<file path="config.mk">
export PLATFORM = sky130hd
export DESIGN_NAME = audio_sample_fifo
export DESIGN_NICKNAME = d
export VERILOG_FILES = /design/src/rtl/audio_sample_fifo.sv
export SDC_FILE = /design/constraint.sdc
export NUM_CORES = 1
export LEC_CHECK = 0
export BUFFER_PORTS_ARGS = -buffer_cell sky130_fd_sc_hd__clkbuf_2
export CAP_MARGIN = 10
export CORE_UTILIZATION = 56
export DETAILED_ROUTE_END_ITERATION = 8
export HOLD_SLACK_MARGIN = 0.12
export PLACE_DENSITY_LB_ADDON = 0.15
export SYNTH_ARGS = -nofsm -noshare
export SYNTH_HDL_FRONTEND = slang
export SYNTH_SLANG_ARGS = --single-unit
</file>
<file path="constraint.sdc">
create_clock -name clk -period 15 [get_ports clk]
set_input_delay 2.25 -clock clk [delete_from_list [all_inputs] [get_ports clk]]
set_output_delay 2.25 -clock clk [all_outputs]
set_load 0.01 [all_outputs]
</file>
<file path="src/rtl/audio_sample_fifo.sv">
// rtl/audio_sample_fifo.sv - stereo sample FIFO feeding the I2S serializer, popped once per lrclk frame
module audio_sample_fifo #(
    parameter int AUDIO_DW    = 16,
    parameter int DEPTH_LOG2  = 3,
    parameter int UNSIGNED_IN = 0
) (
    input  logic                  clk,
    input  logic                  reset_n,
    input  logic                  in_strobe,
    input  logic [AUDIO_DW-1:0]   in_left,
    input  logic [AUDIO_DW-1:0]   in_right,
    input  logic                  lrclk,
    output logic [AUDIO_DW-1:0]   out_left,
    output logic [AUDIO_DW-1:0]   out_right,
    output logic [DEPTH_LOG2:0]   level,
    output logic                  underrun,
    output logic                  overflow,
    input  logic                  clr_flags
);

    localparam int DEPTH = 1 << DEPTH_LOG2;
    localparam logic [DEPTH_LOG2:0] FULL = (DEPTH_LOG2+1)'(DEPTH);

    logic [2*AUDIO_DW-1:0] mem_q [DEPTH];

    logic                  lrclk_q;
    logic [DEPTH_LOG2-1:0] wr_ptr_q, wr_ptr_d;
    logic [DEPTH_LOG2-1:0] rd_ptr_q, rd_ptr_d;
    logic [DEPTH_LOG2:0]   level_q, level_d;
    logic [AUDIO_DW-1:0]   out_l_q, out_l_d;
    logic [AUDIO_DW-1:0]   out_r_q, out_r_d;
    logic                  und_q, und_d;
    logic                  ovf_q, ovf_d;
    logic                  pop_ev, pop_ok, push_ok, empty, full;

    function automatic logic [AUDIO_DW-1:0] conv(input logic [AUDIO_DW-1:0] x);
        if (UNSIGNED_IN != 0)
            conv = {~x[AUDIO_DW-1], x[AUDIO_DW-2:0]};
        else
            conv = x;
    endfunction

    // Push and pop both judge the pre-cycle level; a pop frees the slot a full-FIFO push needs.
    always_comb begin
        pop_ev   = ~lrclk_q & lrclk;
        empty    = (level_q == '0);
        full     = (level_q == FULL);
        pop_ok   = pop_ev & ~empty;
        push_ok  = in_strobe & (~full | pop_ok);

        wr_ptr_d = wr_ptr_q;
        rd_ptr_d = rd_ptr_q;
        level_d  = level_q;
        out_l_d  = out_l_q;
        out_r_d  = out_r_q;

        if (push_ok)
            wr_ptr_d = wr_ptr_q + DEPTH_LOG2'(1);
        if (pop_ok) begin
            rd_ptr_d = rd_ptr_q + DEPTH_LOG2'(1);
            {out_l_d, out_r_d} = mem_q[rd_ptr_q];
        end
        if (push_ok && !pop_ok)
            level_d = level_q + (DEPTH_LOG2+1)'(1);
        else if (pop_ok && !push_ok)
            level_d = level_q - (DEPTH_LOG2+1)'(1);

        und_d = (und_q & ~clr_flags) | (pop_ev & empty);
        ovf_d = (ovf_q & ~clr_flags) | (in_strobe & ~push_ok);
    end

    always_ff @(posedge clk) begin
        if (push_ok)
            mem_q[wr_ptr_q] <= {conv(in_left), conv(in_right)};
    end

    // lrclk_q resets high to match the serializer, so leaving reset never looks like a rising edge.
    always_ff @(posedge clk) begin
        if (!reset_n) begin
            lrclk_q  <= 1'b1;
            wr_ptr_q <= '0;
            rd_ptr_q <= '0;
            level_q  <= '0;
            out_l_q  <= '0;
            out_r_q  <= '0;
            und_q    <= 1'b0;
            ovf_q    <= 1'b0;
        end else begin
            lrclk_q  <= lrclk;
            wr_ptr_q <= wr_ptr_d;
            rd_ptr_q <= rd_ptr_d;
            level_q  <= level_d;
            out_l_q  <= out_l_d;
            out_r_q  <= out_r_d;
            und_q    <= und_d;
            ovf_q    <= ovf_d;
        end
    end

    assign out_left  = out_l_q;
    assign out_right = out_r_q;
    assign level     = level_q;
    assign underrun  = und_q;
    assign overflow  = ovf_q;

endmodule

</file>
# Word level (Yosys, flattened, before mapping)
# Memory sizes are Yosys's and may differ from the RTL's. A register that Yosys moved wholly into a read port is not among the register bits.
# Cells that the tools add are included.
dict set report totals {
  inputBits 37
  elab_cells 40
  latch_bits 0
  regBits 13
  ram_bits 256
  mem_count 1
  mem_bits_ro 0
}
# memory words width read_ports rd_clocked_by_memory_dff wr line_no
set memory_table {}
lappend memory_table {mem_q 8 32 1 1 1 24} ;# logic [2*AUDIO_DW-1:0] mem_q [DEPTH];
dict set report op_classes {
  n_lt_le_gt_ge 0
  n_eq_ne 1
  mul 0
  muxes 6
  bitwise 15
  n_reduce_logical 7
  add_sub_neg 4
  shift 0
  n_div 0
}
# operator count
set op_table {}
lappend op_table {{$mux 16} 2}
lappend op_table {{$mux 4} 2}
lappend op_table {{$and 1x1->1} 7}
lappend op_table {{$add 3x1->3 const B} 2}
lappend op_table {{$not 1->1} 5}
lappend op_table {{$add 4x1->4 const B} 1}
lappend op_table {{$eq 4x4->1 const B} 1}
lappend op_table {{$logic_not 4->1} 1}
lappend op_table {{$sub 4x1->4 const B} 1}
lappend op_table {{$logic_not 1->1} 3}
lappend op_table {{$or 1x1->1} 3}
lappend op_table {{$logic_and 1x1->1} 2}
lappend op_table {{$mux 1} 2}
lappend op_table {{$reduce_bool 2->1} 1}

# Logic depth before layout (Yosys ltp)
# Gate-level depths: netlist of the first run.
dict set report depth {
  ltp_word 9
  mapped_depth 11
}

# Worst setup path after synthesis of the first run
# OpenSTA, ideal clock, no wires.
dict set report synth_path {
  path_kind {input to register}
  startpoint {in lrclk}
  endpoint {mem mem_q[0][0] (netlist bit) (enable)}
  path_stages 4
  n_path_buf 1
  arrival_time_ns 5.742
  path_slack_ns 8.757
  setup_time_ns 0.501
  required_time_ns 14.499
  cell_sequence {nand2b_1 and3_1 clkbuf_1 nor4_1}
}
dict set report synth_between {
  elab_chain_cells 6
}
# element line_no
set synth_lines {}
lappend synth_lines {{from (decl)} 12} ;# input logic lrclk,
lappend synth_lines {{$and 1x1->1} 45} ;# pop_ev = ~lrclk_q & lrclk;
lappend synth_lines {{$and 1x1->1} 48} ;# pop_ok = pop_ev & ~empty;
lappend synth_lines {{$or 1x1->1} 49} ;# push_ok = in_strobe & (~full | pop_ok);
lappend synth_lines {{$and 1x1->1} 49}
lappend synth_lines {{$mux 1} 73} ;# if (push_ok)
lappend synth_lines {{$mux 1 (not written as such)} 74} ;# mem_q[wr_ptr_q] <= {conv(in_left), conv(in_right)};
lappend synth_lines {{to (decl)} 24}
# Every way passes these cells.

# Final worst setup path of the first run
dict set report layout_path {
  startpoint {in lrclk}
  endpoint {reg level_q[3], in the netlist level[3]}
}
dict set report layout_between {
  elab_chain_cells 7
}
# element line_no
set layout_lines {}
lappend layout_lines {{$and 1x1->1 (*)} 45}
lappend layout_lines {{$and 1x1->1 (*)} 48}
lappend layout_lines {{$or 1x1->1} 49}
lappend layout_lines {{$and 1x1->1} 49}
lappend layout_lines {{$logic_not 1->1} 65} ;# else if (pop_ok && !push_ok)
lappend layout_lines {{$logic_and 1x1->1} 65}
lappend layout_lines {{$reduce_bool 2->1 (no line)} --}
lappend layout_lines {{to (signal assigned)} 92} ;# level_q <= level_d;
lappend layout_lines {{to (decl)} 29} ;# logic [DEPTH_LOG2:0] level_q, level_d;
# Every way passes the cells marked *; elsewhere a longest branch is shown, timed or not.
# A chain may end at the register's enable or synchronous reset.

==> impl_metrics.ini, run 1 <==
[power]
ir_worst_vdd_mv = 0.133
p_int_mw = 1.54
swShare_pct = 22.6
power_density_nw_per_um2 = 154
power_switching_mw = 0.449
p_leak_nw = 4.30
combPwrFrac_pct = 10.7
seqPwrFrac_pct = 50.5
clkPwrFrac_pct = 38.8

[detailed_routing]
wirelength_um = 21300
drt_iter0_markers = 367
firstDrtPassIters = 5
drt-wirelength-per-cell_um = 22.8
postRouteAntennaNets = 0
vias_per_cell = 5.99
drcViolationCount = 0
via_count = 5590

[synth]
synth_mux_area_share_pct = 13.4
synthXorXnorAreaFrac_pct = 0.392
ys_seq_area_share_pct = 77.0
yosys.area.top_type = edfxtp_1
ys_ff_latch = 301
synth_top_area_share_pct = 68.9
yosys_warnings = 0
synth_commonest_cells = edfxtp_1 (256), mux4_2 (64), dfxtp_1 (45)
yosysMostFrequentCell = edfxtp_1
async_reset_ff_share_pct = 0
synth-adder-area-share_pct = 0.740
synth_edf_count = 256
syn_area_um2 = 11200
synth_top_family_by_area = multiplexers
netlist_instances = 561
ys.flop_type = edfxtp_1
synthTopCellsByArea = edfxtp_1 (69%), mux4_2 (13%), dfxtp_1 (8.1%)
yosysUniqueCellTypes = 33
synth_simple_gate_area_share_pct = 3.23
avgSynthCellArea_um2 = 19.9
synth_compound_area_share_pct = 3.60
synth_nets = 604

[floorplanning]
die_w_um = 143
std_cell_rows = 51
die_y_um = 143
initial_core_util_pct = 57.2
coreArea_um2 = 19500
dieArea_um2 = 20500
io_pins = 75

[placement]
dp.cells = 881
dp_hpwl_um = 11500
place.gp.congestion = 0.715
placement.io_buffers = 74

[critical_path]
crit_buf_inv = 3
cp_common_cell = ha_1
cp_slowest_cell = and2_4
setup.worst_path.class = in2reg
cp-end-kind = register
arrival_ps = 4620
slowest_delay_ps = 570
cp_top_family = simple AND/OR/NAND/NOR gates
cp.required_ps = 15470
crit_chain = clkbuf_2 > nor2b_1 > and2_4 > inv_6 > ha_1 > inv_1 > ha_1 > a21oi_1 > a211oi_1 > a31oi_1 > mux2i_1
worst-path-max-fanout = 34
worstSetupStartpointType = primary input

[grt]
gr-total-overflow = 0
grt_max_degree = 67
grt_pass1_vias = 5836
grt_pass1_wl_um = 33300
track_usage_pct = 22.1
antenna_found_initial = 0

[final_layout]
final_util_pct = 66.0
drive_above_1_share_pct = 31.7
area_growth_pct = 15.5
instances_no_fill = 934
n_antenna_cell = 0
fillers = 1318
layout.nets = 691

[clocking]
cts_buffers = 30
clock_latency_ps = 560
htreeDepth = 1
cts_buffer_depth = 3
clockRootBuffer = clkbuf_16
cts_tree = yes
ctsHoldBuffers = 0
clock-sinks = 301
post_cts_buffers = 0
cts_resized = 0
clkSlewWorstSetupHoldPaths_ps = 60

[timing]
whs_ps = 494
rsz0062_at_grt = false
finalSetupTns_ps = 0
fin_skew_ps = 25.5
period_share_pct = 27.7
max_slew_margin_pct = 28.7
fin_crit_ps = 4160
finalSetupViolations = 0
finalHoldViolations = 0
tightest_slew_ps = 1070
fmax_mhz = 241
drv_slew = 0

[run_status]
run_status = finished clean

[hold_path]
hold_path.class = reg2reg

[flow_run]
drv_cap = 0
[path summary, 6_finish.rpt]
path	startpoint	to	slack [ps]	cells after the start
setup / recovery	lrclk	level[3]	10840	11
hold / removal	out_right[10]	out_right[10]	490	2
setup reg to reg	level[0]	level[3]	12170	10
hold reg to reg	out_right[10]	out_right[10]	490	2
[power by group through the flow]
stage                     Sequential [mW]  Clock [mW]  Combinational, mW
after global routing                 1.01       0.816              0.233
after floorplan                      1.02           0              0.144
after global placement               1.02           0              0.207
after CTS                            1.00       0.785              0.216
after detailed placement             1.02           0              0.215
final                                1.00       0.771              0.212
[cell families (layout without fill, tap and decap cells)]
group	after synthesis	in the layout
compound gates	71	71
xor+xnor	5	5
fa+ha+maj	6	6
buf+inv	35	143
flops	301	301
mux	69	69
simple gates	74	74
[cells in the final DEF (no fill, tap or decap), types with 5 or more instances in the layout]
master and instances:
edfxtp_1 256, clkbuf_2 74, mux4_2 64, dfxtp_1 43
o22ai_1 33, nor2_1 33, o21ai_1 30, clkbuf_16 30
buf_4 12, clkbuf_8 7, nand2b_1 6, nor2b_1 6
nand2_1 6, and2_1 6, mux2i_1 5, ha_1 5
[cell type report]
cell class                 instances  area (um2)  share of cell area [%]
clock buffer                      41         862                    6.69
clock inverter                    12         194                    1.50
inverter                           4        20.0                   0.155
multi-input combinational        225        2430                    18.8
sequential                       301        8590                    66.7
tap                              265         332                    2.57
timing repair buffer              86         460                    3.57
[sequential cells by signal, indices dropped and copies added, names as in the netlist]
name / cells
mem_q: 256
out_left: 16
out_right: 16
level: 4
rd_ptr_q: 3
wr_ptr_q: 3
lrclk_q: 1
overflow: 1
underrun: 1
[layer usage]
| layer | wire [um] | global-route usage [%] |
|---|---|---|
| met3 | 1130 | 3.55 |
| met4 | 442 | 6.85 |
| met5 | 0 | 0 |
| met1 | 9190 | 30.5 |
| met2 | 10600 | 36.6 |
[worst min-delay path: cells and delay by family (launching register included)]
family / cells / cell delay (ps)
flops: 1 / 330
compound gates: 1 / 70
simple gates: 1 / 70
[through the flow]
step / cell area [um2] / setup slack, ps / total power [mW]
floorplan: 11200 / 8760 / 1.16
global placement: 11800 / 10490 / 1.22
detailed placement: 11800 / 10340 / 1.23
CTS: 12900 / 10900 / 2.00
global route: 12900 / 10660 / 2.06
finish: 12900 / 10840 / 1.98
(Power assumes the default switching activity.)
==> run 2: changes to the inputs <==
--- a/config.mk
+++ b/config.mk
@@ -7,7 +7,7 @@
 export LEC_CHECK = 0
 export BUFFER_PORTS_ARGS = -buffer_cell sky130_fd_sc_hd__clkbuf_2
 export CAP_MARGIN = 10
-export CORE_UTILIZATION = 56
+export CORE_UTILIZATION = 54
 export DETAILED_ROUTE_END_ITERATION = 8
 export HOLD_SLACK_MARGIN = 0.12
 export PLACE_DENSITY_LB_ADDON = 0.15
==> constraint.sdc (replaced) <==
create_clock -name clk -period 3.4 [get_ports clk]
set_input_delay 0.51 -clock clk [delete_from_list [all_inputs] [get_ports clk]]
set_output_delay 0.51 -clock clk [all_outputs]
set_load 0.01 [all_outputs]
==> run 2 against run 1 <==
Critical path depth is 1 lower; non-clock buffer count is 5 higher; die area is 3.7% higher; clock-buffer cell count is 8 lower; combinational power grew to 4.5 times the previous value; final cell count is 1.2% higher; global-route usage is 1.8 points lower; first-iteration DRC count is 19% higher; sequential power grew to 4.4 times the previous value; critical path type is now reg2reg; highest routed layer unchanged.
==> impl_metrics.ini, run 2 (synthesis gave the netlist of run 1 again) <==
[run_status]
run_status = finished clean

[power]
clkPwrFrac_pct = 36.5
p_leak_nw = 4.29
ir_worst_vdd_mv = 0.358
swShare_pct = 23.1
seqPwrFrac_pct = 52.2
power_density_nw_per_um2 = 658
p_int_mw = 6.50
combPwrFrac_pct = 11.4
power_switching_mw = 1.95
design_power_total_mw = 8.45

[floorplanning]
coreArea_um2 = 20200
io_pins = 75
die_y_um = 146
die_w_um = 146
std_cell_rows = 52
dieArea_um2 = 21200
initial_core_util_pct = 55.2

[critical_path]
cp_slowest_cell = or4_4
crit_chain = or4_4 > and2_4 > inv_6 > ha_1 > inv_1 > ha_1 > a21oi_1 > a211oi_1 > a31oi_1 > mux2i_1
cp-end-kind = register
setup.worst_path.class = reg2reg
crit_path_start = level[0]
slowest_delay_ps = 580
cp_common_cell = ha_1
arrival_ps = 3120
worst-path-max-fanout = 6
worstSetupStartpointType = register
worstReg2RegStart = level[0]
cp.required_ps = 3860

[final_layout]
n_antenna_cell = 0
multiInputGateArea_um2 = 2440
fin_area_um2 = 12800
largest_register_ffs = 256
fillers = 1414
layout.nets = 695
seqCellArea_um2 = 8590
layout_common_cells = edfxtp_1 (256), clkbuf_2 (74), mux4_2 (64)
top_register = mem_q
mostFrequentLayoutCell = edfxtp_1
final_util_pct = 63.4
drive_above_1_share_pct = 31.4
area_growth_pct = 15.0
instances_no_fill = 945

[grt]
grt_max_degree = 48
track_usage_pct = 20.3
antenna_found_initial = 0
gr-total-overflow = 0
grt_pass1_vias = 5819
grt_pass1_wl_um = 32800

[timing]
fin_skew_ps = 8.57
rsz0062_at_grt = false
drv_slew = 0
tightest_slew_ps = 1010
max_slew_margin_pct = 32.9
fmax_mhz = 376
finalSetupViolations = 0
fin_crit_ps = 2660
finalHoldViolations = 0
period_share_pct = 78.2
whs_ps = 212

[placement]
place.gp.congestion = 0.740
place_area_um2 = 11900
dp.cells = 891
placement.io_buffers = 74
dp_hpwl_um = 11700

[detailed_routing]
drt-wirelength-per-cell_um = 21.8
via_count = 5471
vias_per_cell = 5.79
drcViolationCount = 0
wirelength_um = 20600
firstDrtPassIters = 4
drt_iter0_markers = 437
postRouteAntennaNets = 0

[clocking]
clock_latency_ps = 540
clock-sinks = 301
clockRootBuffer = clkbuf_16
cts_buffer_depth = 3
ctsHoldBuffers = 0
clkSlewWorstSetupHoldPaths_ps = 70
cts_tree = yes
cts_resized = 0
post_cts_buffers = 0
htreeDepth = 1
cts_buffers = 29

[flow_run]
drv_cap = 0

[hold_path]
hold_path.class = in2reg
min_from = lrclk
-- run 2: final timing paths --
check	end	slack, ps	depth (start not counted)
worst max-delay path	level[3]	740	10
worst min-delay path	lrclk_q	210	2
worst max register to register	level[3]	740	10
worst min register to register	out_right[9]	500	2
-- run 2: power by group through the flow --
| stage | logic (mW) | clock network, mW | registers [mW] |
|---|---|---|---|
| floorplan | 0.638 | 0 | 4.49 |
| global placement | 0.948 | 0 | 4.47 |
| detailed placement | 0.973 | 0 | 4.49 |
| CTS | 0.977 | 3.14 | 4.41 |
| global route | 1.05 | 3.29 | 4.44 |
| finish | 0.959 | 3.08 | 4.41 |
-- run 2: critical path, delay by kind of cell (launching register included) --
family	cells	cell delay [ps]
AO/OA/AOI/OAI	3	550
adder cells (fa/ha/maj)	2	500
buffers and inverters	2	140
flip-flops	1	380
multiplexers	1	220
AND/OR/NAND/NOR	2	780
-- run 2: through the flow --
stage                     worst slack, ps  TNS [ps]
after CTS                             762         0
after global placement                967         0
after detailed placement              780         0
final                                 742         0
after floorplan                     -1100   -112390
after global routing                  603         0
-- run 2: layout make-up --
class | count | area share, %
clock inverter | 21 | 1.39
sequential | 301 | 66.9
tap | 270 | 2.63
multi-input combinational | 225 | 19.0
clock buffer | 33 | 5.77
timing repair buffer | 91 | 4.07
inverter | 4 | 0.156
-- run 2: metal layers --
| layer | GRT usage, % | share of wire, % | up-vias |
|---|---|---|---|
| met1 | 27.3 | 41 | 2816 |
| met5 | 0 | 0 | - |
| met3 | 3.82 | 5.8 | 34 |
| met2 | 34.3 | 51 | 166 |
| met4 | 5.79 | 1.8 | 0 |
| li1 | - | - | 2455 |
==> run 3: changes to the inputs <==
--- a/config.mk
+++ b/config.mk
@@ -5,9 +5,10 @@
 export SDC_FILE = /design/constraint.sdc
 export NUM_CORES = 1
 export LEC_CHECK = 0
+export ABC_AREA = 1
 export BUFFER_PORTS_ARGS = -buffer_cell sky130_fd_sc_hd__clkbuf_2
 export CAP_MARGIN = 10
-export CORE_UTILIZATION = 54
+export CORE_UTILIZATION = 55
 export DETAILED_ROUTE_END_ITERATION = 8
 export HOLD_SLACK_MARGIN = 0.12
 export PLACE_DENSITY_LB_ADDON = 0.15
==> constraint.sdc (replaced) <==
create_clock -name clk -period 2.31 [get_ports clk]
set_input_delay 0.3465 -clock clk [delete_from_list [all_inputs] [get_ports clk]]
set_output_delay 0.3465 -clock clk [all_outputs]
set_load 0.01 [all_outputs]
==> run 3 against run 2 <==
Global-route usage up 3.0 points; register-to-register slack worse by 520 ps; critical path depth grew 5; total power rose by 57%; sequential power grew 42%; core utilization is 2.7 points higher; synthesized cell count increased by 130%; wire length rose by 27%; clock power grew 76%; flip-flop and latch count unchanged; critical path type is now in2reg; critical endpoint is now level[2]; largest cell class unchanged; largest power group unchanged; highest routed layer unchanged.
==> impl_metrics.ini, run 3 <==
[final_layout]
mostFrequentLayoutCell = nand2_1
instances_no_fill = 1750
top_register = mem_q
seqCellArea_um2 = 8590
n_antenna_cell = 0
multiInputGateArea_um2 = 2920
layout.nets = 1454
largest_register_ffs = 256
area_growth_pct = 17.2
fillers = 1710
drive_above_1_share_pct = 12.0
fin_area_um2 = 15100
layout_common_cells = nand2_1 (375), inv_1 (301), edfxtp_1 (256)

[critical_path]
worst-path-max-fanout = 3
crit_path_start = lrclk
arrival_ps = 2510
setup.worst_path.class = in2reg
worstSetupStartpointType = primary input
worstReg2RegStart = level[0]
reg2reg_to = level[3]
timing.reg2reg.setup_slack_ps = 220
cp-end-kind = register
cp.required_ps = 2710
r2r_cells = 13

[floorplanning]
dieArea_um2 = 24000
die_w_um = 155
std_cell_rows = 55
coreArea_um2 = 22800
die_y_um = 155
initial_core_util_pct = 56.5
io_pins = 75

[power]
combPwrFrac_pct = 11.5
p_leak_nw = 6.85
seqPwrFrac_pct = 47.5
clkPwrFrac_pct = 41.0
p_int_mw = 10.1
power_switching_mw = 3.14
ir_worst_vdd_mv = 0.673
power_density_nw_per_um2 = 877
swShare_pct = 23.8

[synth]
synth_top_family_by_area = simple AND/OR/NAND/NOR gates
ys_ff_latch = 301
avgSynthCellArea_um2 = 9.76
yosys_warnings = 0
yosys.area.top_type = edfxtp_1
synth_top_area_share_pct = 59.8
ys_seq_area_share_pct = 66.8
synth_mux_area_share_pct = 0
yosysMostFrequentCell = nand2_1
async_reset_ff_share_pct = 0
synth_compound_area_share_pct = 1.71
synth-adder-area-share_pct = 0.642
synth_commonest_cells = nand2_1 (376), inv_1 (303), edfxtp_1 (256)
yosysUniqueCellTypes = 21
synth_edf_count = 256
synthTopCellsByArea = edfxtp_1 (60%), nand2_1 (11%), inv_1 (8.8%)
netlist_instances = 1318
synth_simple_gate_area_share_pct = 19.5
syn_area_um2 = 12900
synthXorXnorAreaFrac_pct = 0.204
synth_nets = 1361
ys.flop_type = edfxtp_1

[grt]
grt_pass1_vias = 8387
grt_pass1_wl_um = 43200
track_usage_pct = 23.4
grt_max_degree = 105
gr-total-overflow = 0
antenna_found_initial = 0

[detailed_routing]
top_layer = met4
met1Wirelength_um = 11500
drt_iter0_markers = 584
wl_met2_um = 12800
drcViolationCount = 0
vias_per_cell = 4.93
drt-wirelength-per-cell_um = 15.0
wirelength_um = 26200
dr_wl_met3_um = 1280
firstDrtPassIters = 5
via_count = 8619
postRouteAntennaNets = 0

[clocking]
clockRootBuffer = clkbuf_16
clock_latency_ps = 510
clkSlewWorstSetupHoldPaths_ps = 60
post_cts_buffers = 0
cts_buffers = 34
htreeDepth = 2
clock-sinks = 301
cts_buffer_depth = 3
cts_tree = yes

[timing]
finalSetupViolations = 0
finalHoldViolations = 0
period_share_pct = 91.4
fin_skew_ps = 16.5
tightest_slew_ps = 589
max_slew_margin_pct = 60.7
rsz0062_at_grt = false
fin_crit_ps = 2110
drv_slew = 0
fmax_mhz = 473

[placement]
placement.io_buffers = 74
dp.cells = 1674
place_area_um2 = 13800
place.gp.congestion = 0.783
dp_hpwl_um = 14600

[hold_path]
min_from = in_right[4]
worstHoldPathCells = 1
hold_path.class = in2reg
min_to = mem_q[7][4]

[run_status]
run_status = finished clean

[flow_run]
drv_cap = 0
-- run 3: cell types whose count changed in the layout (fill, tap and decap cells not counted), moves of 10 or more --
cell           delta
inv_1           +298
mux4_2           -64
o21ai_1          -30
nand2_1         +369
buf_12           +10
nor2_1           -23
o22ai_1          -33
dlygate4sd3_1    +14
nand3_1         +194
a21oi_1          +36
-- run 3: kinds of logic (layout without fill, tap and decap cells) --
family | Yosys count | count (layout)
xor+xnor | 3 | 3
simple gates | 599 | 599
buf+inv | 365 | 484
fa+ha+maj | 6 | 6
compound gates | 44 | 44
flops | 301 | 301
-- run 3: worst max path at each step --
stage | endpoint | slack [ps] | cells past startpoint
final | level[2] | 200 | 15
after global routing | level[3] | 5 | 17
after CTS | level[2] | 140 | 15
after detailed placement | level[2] | 170 | 14
after global placement | level[2] | 230 | 14
after floorplan | mem_q[1][0] | -350 | 4
-- run 3: layer usage --
layer	up-vias	track usage [%]
met5	-	0
met4	0	8.63
met3	50	2.92
met2	211	39.9
met1	4022	30.8
li1	4336	-
-- run 3: worst max-delay path, stage by stage --
cell and delay [ps]:
dlygate4sd3_1 520, clkbuf_2 90, inv_1 60, nor2_4 110
nor2_2 50, nand2_1 90, nand2_2 70, inv_2 80
ha_2 170, inv_1 60, buf_4 140, fa_1 370
xor2_1 170, o21ai_0 140, inv_1 50
-- run 3: cell type report --
cell class | count | share of cell area, %
Inverter | 305 | 7.60
Sequential cell | 301 | 57.0
Multi-Input combinational cell | 652 | 19.3
Clock inverter | 17 | 1.29
Timing Repair Buffer | 117 | 5.83
Tap cell | 313 | 2.60
Clock buffer | 45 | 6.34
-- run 3: power by group through the flow --
stage | Sequential, mW | Combinational (mW) | Clock (mW)
after floorplan | 6.42 | 0.944 | 0
after global placement | 6.38 | 1.47 | 0
after detailed placement | 6.39 | 1.50 | 0
after CTS | 6.28 | 1.53 | 5.52
after global routing | 6.31 | 1.75 | 5.72
final | 6.28 | 1.52 | 5.42
-- run 3: repair_timing --
action                                  CTS  global route
gates resized for setup                   0             6
endpoints found under the hold margin    92             0
hold buffers                             14             0
endpoints found under the setup margin    0             3
-- run 3: stage by stage --
stage | power (mW) | util (%) | hold slack (ps) | setup TNS (ps) | setup slack, ps
final | 13.2 | 66.2 | 130 | 0 | 198
after global placement | 7.86 | 60.4 | 453 | 0 | 232
after CTS | 13.3 | 66.1 | 120 | 0 | 138
after global routing | 13.8 | 66.2 | 135 | 0 | 4.94
after floorplan | 7.36 | - | 445 | -44970 | -351
after detailed placement | 7.90 | 60.4 | 452 | 0 | 173
